**src/rtl/inv_shift_rows.sv**
```systemverilog
// Purpose     : AES-128 (Inv)ShiftRows byte permutation over a column-major 128-bit state.
// Latency     : 1 cycle, registered outputs; one state accepted per cycle.
// Backpressure: none; a result is presented for exactly one cycle and is never stalled.
//
// Ports:
//   clk       - rising-edge clock
//   rst       - synchronous active-high reset; clears crypte and out_valid
//   in_valid  - message/inverse are valid this cycle
//   inverse   - 1 = InvShiftRows (row r rotates right by r), 0 = ShiftRows (left by r)
//   message   - input state, byte k = message[8k +: 8], bit 0 is MSB of byte 0
//   out_valid - crypte holds a new result this cycle
//   crypte    - permuted state, same byte numbering as message
module inv_shift_rows (
    input  logic         clk,
    input  logic         rst,
    input  logic         in_valid,
    input  logic         inverse,
    input  logic [0:127] message,
    output logic         out_valid,
    output logic [0:127] crypte
);

    logic [0:127] perm_dat;
    logic [0:127] crypte_q;
    logic [0:127] crypte_d;
    logic         out_valid_q;
    logic         out_valid_d;

    // Byte k sits at row k%4, column k/4. Each output byte selects between two
    // fixed source bytes: the inverse source (column c-r) and the forward
    // source (column c+r), both wrapped modulo 4. Row 0 and row 2 pick the same
    // byte in both modes, so their mux collapses to a wire in synthesis.
    for (genvar k = 0; k < 16; k++) begin : g_byte
        localparam int ROW     = k % 4;
        localparam int COL     = k / 4;
        localparam int INV_SRC = 4 * ((COL - ROW + 4) % 4) + ROW;
        localparam int FWD_SRC = 4 * ((COL + ROW) % 4) + ROW;

        assign perm_dat[8*k +: 8] = inverse ? message[8*INV_SRC +: 8]
                                            : message[8*FWD_SRC +: 8];
    end

    // Output register loads only on a valid input; otherwise the last result is held.
    always_comb begin
        crypte_d    = crypte_q;
        out_valid_d = 1'b0;
        if (in_valid) begin
            crypte_d    = perm_dat;
            out_valid_d = 1'b1;
        end
    end

    always_ff @(posedge clk) begin
        if (rst) begin
            crypte_q    <= '0;
            out_valid_q <= 1'b0;
        end else begin
            crypte_q    <= crypte_d;
            out_valid_q <= out_valid_d;
        end
    end

    assign crypte    = crypte_q;
    assign out_valid = out_valid_q;

endmodule

```
**config.mk**
```make
export PLATFORM = sky130hd
export DESIGN_NAME = inv_shift_rows
export DESIGN_NICKNAME = d
export VERILOG_FILES = /design/src/rtl/inv_shift_rows.sv
export SDC_FILE = /design/constraint.sdc
export NUM_CORES = 1
export LEC_CHECK = 0
export BUFFER_PORTS_ARGS = -buffer_cell sky130_fd_sc_hd__clkbuf_2
export CAP_MARGIN = 20
export CORE_ASPECT_RATIO = 0.5
export CORE_MARGIN = 2
export CORE_UTILIZATION = 41
export CTS_BUF_LIST = sky130_fd_sc_hd__clkbuf_16
export DETAILED_ROUTE_END_ITERATION = 16
export GPL_TIMING_DRIVEN = 0
export MAX_ROUTING_LAYER = met4
export PLACE_DENSITY = 0.76
export SLEW_MARGIN = 20
export SYNTH_ARGS = -nofsm -noshare
export SYNTH_HDL_FRONTEND = slang
export SYNTH_SLANG_ARGS = --single-unit
```
**constraint.sdc**
```tcl
create_clock -name clk -period 0.8 [get_ports clk]
set_input_delay 0.08 -clock clk [delete_from_list [all_inputs] [get_ports clk]]
set_output_delay 0.08 -clock clk [all_outputs]
set_load 0.01 [all_outputs]
```
After elaboration in Yosys (flattened, before gate mapping)
Cells that the tools add are included.
{"block": "word_totals", "reg_bits": 129, "latch_bits": 0, "ramBits": 0, "romBits": 0, "in_bits": 132, "output_inout_bits": 129, "word_cells": 11, "mem_count": 0}
{"block": "op_classes", "addsub": 0, "n_mul": 0, "div": 0, "n_lt_le_gt_ge": 0, "eq_ne": 0, "shift": 0, "n_mux": 9, "n_bitwise": 0, "n_reduce_logical": 0}
{"op": "$mux W8", "count": 8}
{"op": "$mux W1", "count": 1}

Logic depth before layout (Yosys ltp)
{"block": "logic_depth", "depth_word": 1, "depth_mapped": 5, "mapped_depth_nobuf": 2}

Worst setup path after synthesis
Ideal clock, no wire load.
{"block": "synth_timing", "path_type": "input to register", "startpoint": "input port in_valid", "endpoint": "register crypte_q, in the netlist crypte[34]", "setup_ns": 0.128, "t_arrival_ns": 0.740, "required_ns": 0.672, "setup_slack_ns": -0.068, "cell_stages": 5, "path_buffers": 3, "cell_sequence": "buf_2 > buf_4 > buf_4 > mux2i_1 > nor2_1"}
{"element": "start, declared", "line_no": "16", "text": "input logic in_valid,"}
{"element": "end signal, assigned", "line_no": "58", "text": "crypte_q <= crypte_d;"}
{"element": "end, declared", "line_no": "24", "text": "logic [0:127] crypte_q;"}

Worst setup path after layout
{"block": "layout_timing", "startpoint": "register crypte_q, in the netlist crypte[63]", "endpoint": "output port crypte[63] (netlist bit)"}
{"element": "end, declared", "line_no": "20", "text": "output logic [0:127] crypte"}
No word-level cell between the ends.

==> metrics.yaml <==
final_layout:
  area_delta_synth_final_pct: 82.32
  final_nets: 1001
  nFillCells: 699
  drive_gt1_frac: 0.5590
  multi_input_area_um2: 2335
  antenna_cells: 0
  seqCellArea_um2: 2743
  fin_cells: 1047
logic_synthesis:
  syn_area_um2: 5131
  synth_fp_nets: 625
  synth_cell_type_count: 12
  ys_seq_area_frac: 0.5033
  synth_seq_cells: 129
  synthCells: 493
  syn_avg_cell_area_um2: 10.41
  ys_warn_count: 0
routing:
  viasPerCell: 5.211
  wl_per_cell_um: 18.75
  drtAntennaViolNets: 0
  drt_iter0_markers: 357
  postRouteWirelength_um: 19640
  route.detailed.drc: 0
  vias: 5456
  detail_route.first_pass.iterations: 5
setup_path:
  crit_cells: 1
  required_ps: 720
  r2r_slack_ps: -50
  ff2ff_path_depth: 3
  startpoint_type: "register"
  worst-setup-path-type: "reg2out"
  crit_family: "flip-flops"
  r2r-start: "crypte[93]"
  critPathMaxStageDelay_ps: 360
  arrival_ps: 880
  worst_path_max_delay_cell: "dfxtp_2"
  cp-end-kind: "output port"
  reg2reg_to: "crypte[93]"
  worstPathCellList: "buf_8"
  path_max_fanout: 2
  timing.critical_path.buf_inv: 1
floorplan:
  placementRows: 28
  io_pins: 261
  die_h_um: 83.11
  die_w_um: 162.2
  coreArea_um2: 12020
  die-area_um2: 13480
  initial_core_util: 0.4270
sta:
  relSlewSlack: 0.5619
  fin_crit_sh: 1.196
  finalCriticalPeriod_ps: 957.0
  finalSetupViolations: 135
  tightest_slew_ps: 657.1
  hold_viol_final: 0
  timing.final.ws_setup_ps: -157.0
  drv_slew: 0
  rsz0062_at_grt: "true"
  fmax_mhz: 1045
  fin_skew_ps: 0
global_routing:
  antenna_found_initial: 0
  grt_pass1_vias: 5162
  grt.overflow.total: 0
  grt_pass1_wl_um: 25880
  grt_max_degree: 17
  track_usage: 0.2496
outcome:
  violations: "negative setup slack"
  status: "finished, violations left"
worst_hold_path:
  min_path_type: "in2reg"
  worstHoldStart: "message[76]"
  holdPathEnd: "crypte[44]"
  hold_depth: 3
cts:
  cts_made_buffers: 17
  cts.sinks: 129
  cts_tree: "done"
  h-tree-depth: 4
  clk_path_buf_depth: 2
  insertion_delay_ps: 410
  clk_pin_slew_ps: 60
  clockRootBuffer: "clkbuf_16"
placed_design:
  numPlacedInstances: 915
  gp_congestion: 0.7800
  post-dp-hpwl_um: 10570
  pre_cts_slack_ps: -310.1
  io_buffer_count: 257
run:
  cap_violations: 0
power:
  p_int_mw: 13.91
  comb_power_share: 0.188
  switching_share: 0.2629
  p_per_area_nw_per_um2: 2017
  ir_drop_v: 0.001423
  p_sw_mw: 4.960
  leakage_nw: 4.447
  clock_power_share: 0.425
  power_mw: 18.87
  pwr-share-seq: 0.387
synth_stat cells:
master    instances  area (um2)
a211oi_1         60       450.4
a211oi_2          4       50.05
buf_1             1       3.750
buf_2            11       55.05
buf_4             8       60.06
buf_6             1       11.26
buf_8             6       90.09
clkbuf_1         16       60.06
dfxtp_1         129        2582
mux2i_1         128        1281
nor2_1          128       480.5
nor2b_1           1       6.260
worst max-delay path by stage:
stage	startpoint	to	slack (ps)
2_1_floorplan	in_valid	crypte[0]	8
3_3_place_gp	rst	crypte[42]	-280
3_5_place_dp	rst	crypte[47]	-310
4_1_cts	crypte[12]	crypte[12]	-160
5_1_grt	crypte[17]	crypte[17]	-180
6_report	crypte[63]	crypte[63]	-160
power groups by stage:
stage | clock network, mW | registers (mW) | logic (mW)
CTS | 8.03 | 7.17 | 2.86
global route | 8.41 | 7.34 | 3.76
global placement | 0 | 7.21 | 2.34
finish | 8.02 | 7.31 | 3.54
detailed placement | 0 | 7.22 | 2.39
floorplan | 0 | 7.41 | 1.14
what timing repair did:
action                                 4_1_cts  5_1_grt
gates resized for setup                    151      254
hold buffers                                71        0
pin swaps                                    0        7
buffers inserted                            14       17
endpoints found under the hold margin       71        0
setup endpoints to repair                  129      136
registers in the layout, summed over array words and instances (netlist names):
name / cells
out_valid: 1
crypte: 128
kinds of logic (layout without fill, tap and decap cells):
logic type,Yosys count,count (layout),synth area share
AO/OA/AOI/OAI,64,64,0.09754
buffers and inverters,43,432,0.05462
flip-flops,129,129,0.5033
multiplexers,128,128,0.2497
AND/OR/NAND/NOR,129,129,0.09486
layout by cell type, fill, tap and decap left out, types with 6 or more instances in the layout:
cell type / instances
buf_8: 35
nor2_1: 126
clkbuf_1: 12
buf_2: 6
a211oi_2: 13
buf_4: 34
a211oi_1: 51
mux2i_1: 125
dlygate4sd3_1: 71
dfxtp_2: 128
buf_6: 110
clkbuf_16: 17
clkbuf_2: 131
tightest hold or removal path, delay by kind of cell:
kind	cells	cell delay [ps]
multiplexers	1	110
buffers and inverters	1	90
AO/OA/AOI/OAI	1	90
layer usage:
| layer | vias up | global-route usage | wire (um) |
|---|---|---|---|
| met5 | - | - | 0 |
| met4 | 0 | 0.1183 | 983 |
| met3 | 78 | 0.04945 | 1084 |
| met2 | 278 | 0.4472 | 10110 |
| met1 | 2621 | 0.2662 | 7456 |
| li1 | 2479 | - | - |
stage by stage:
stage / cell area (um2) / hold WS (ps) / setup TNS [ps] / utilization
finish: 9355 / 0.7867 / -16580 / 0.7785
global route: 9355 / 27.93 / -19680 / 0.7785
CTS: 8482 / 1.184 / -18760 / 0.7059
detailed placement: 6708 / 322.5 / -21860 / 0.5582
global placement: 6708 / 313.2 / -20990 / 0.5582
floorplan: 5215 / 227.2 / 0 / -
final cells by class:
type                            instances  share of cell area
Multi-Input combinational cell        321              0.2496
Clock inverter                         15             0.01939
Tap cell                              165             0.02207
Buffer                                 43             0.03892
Sequential cell                       129              0.2932
Clock buffer                           17             0.04547
Timing Repair Buffer                  357              0.3314
No activity file was read; power rests on OpenSTA's default activity.
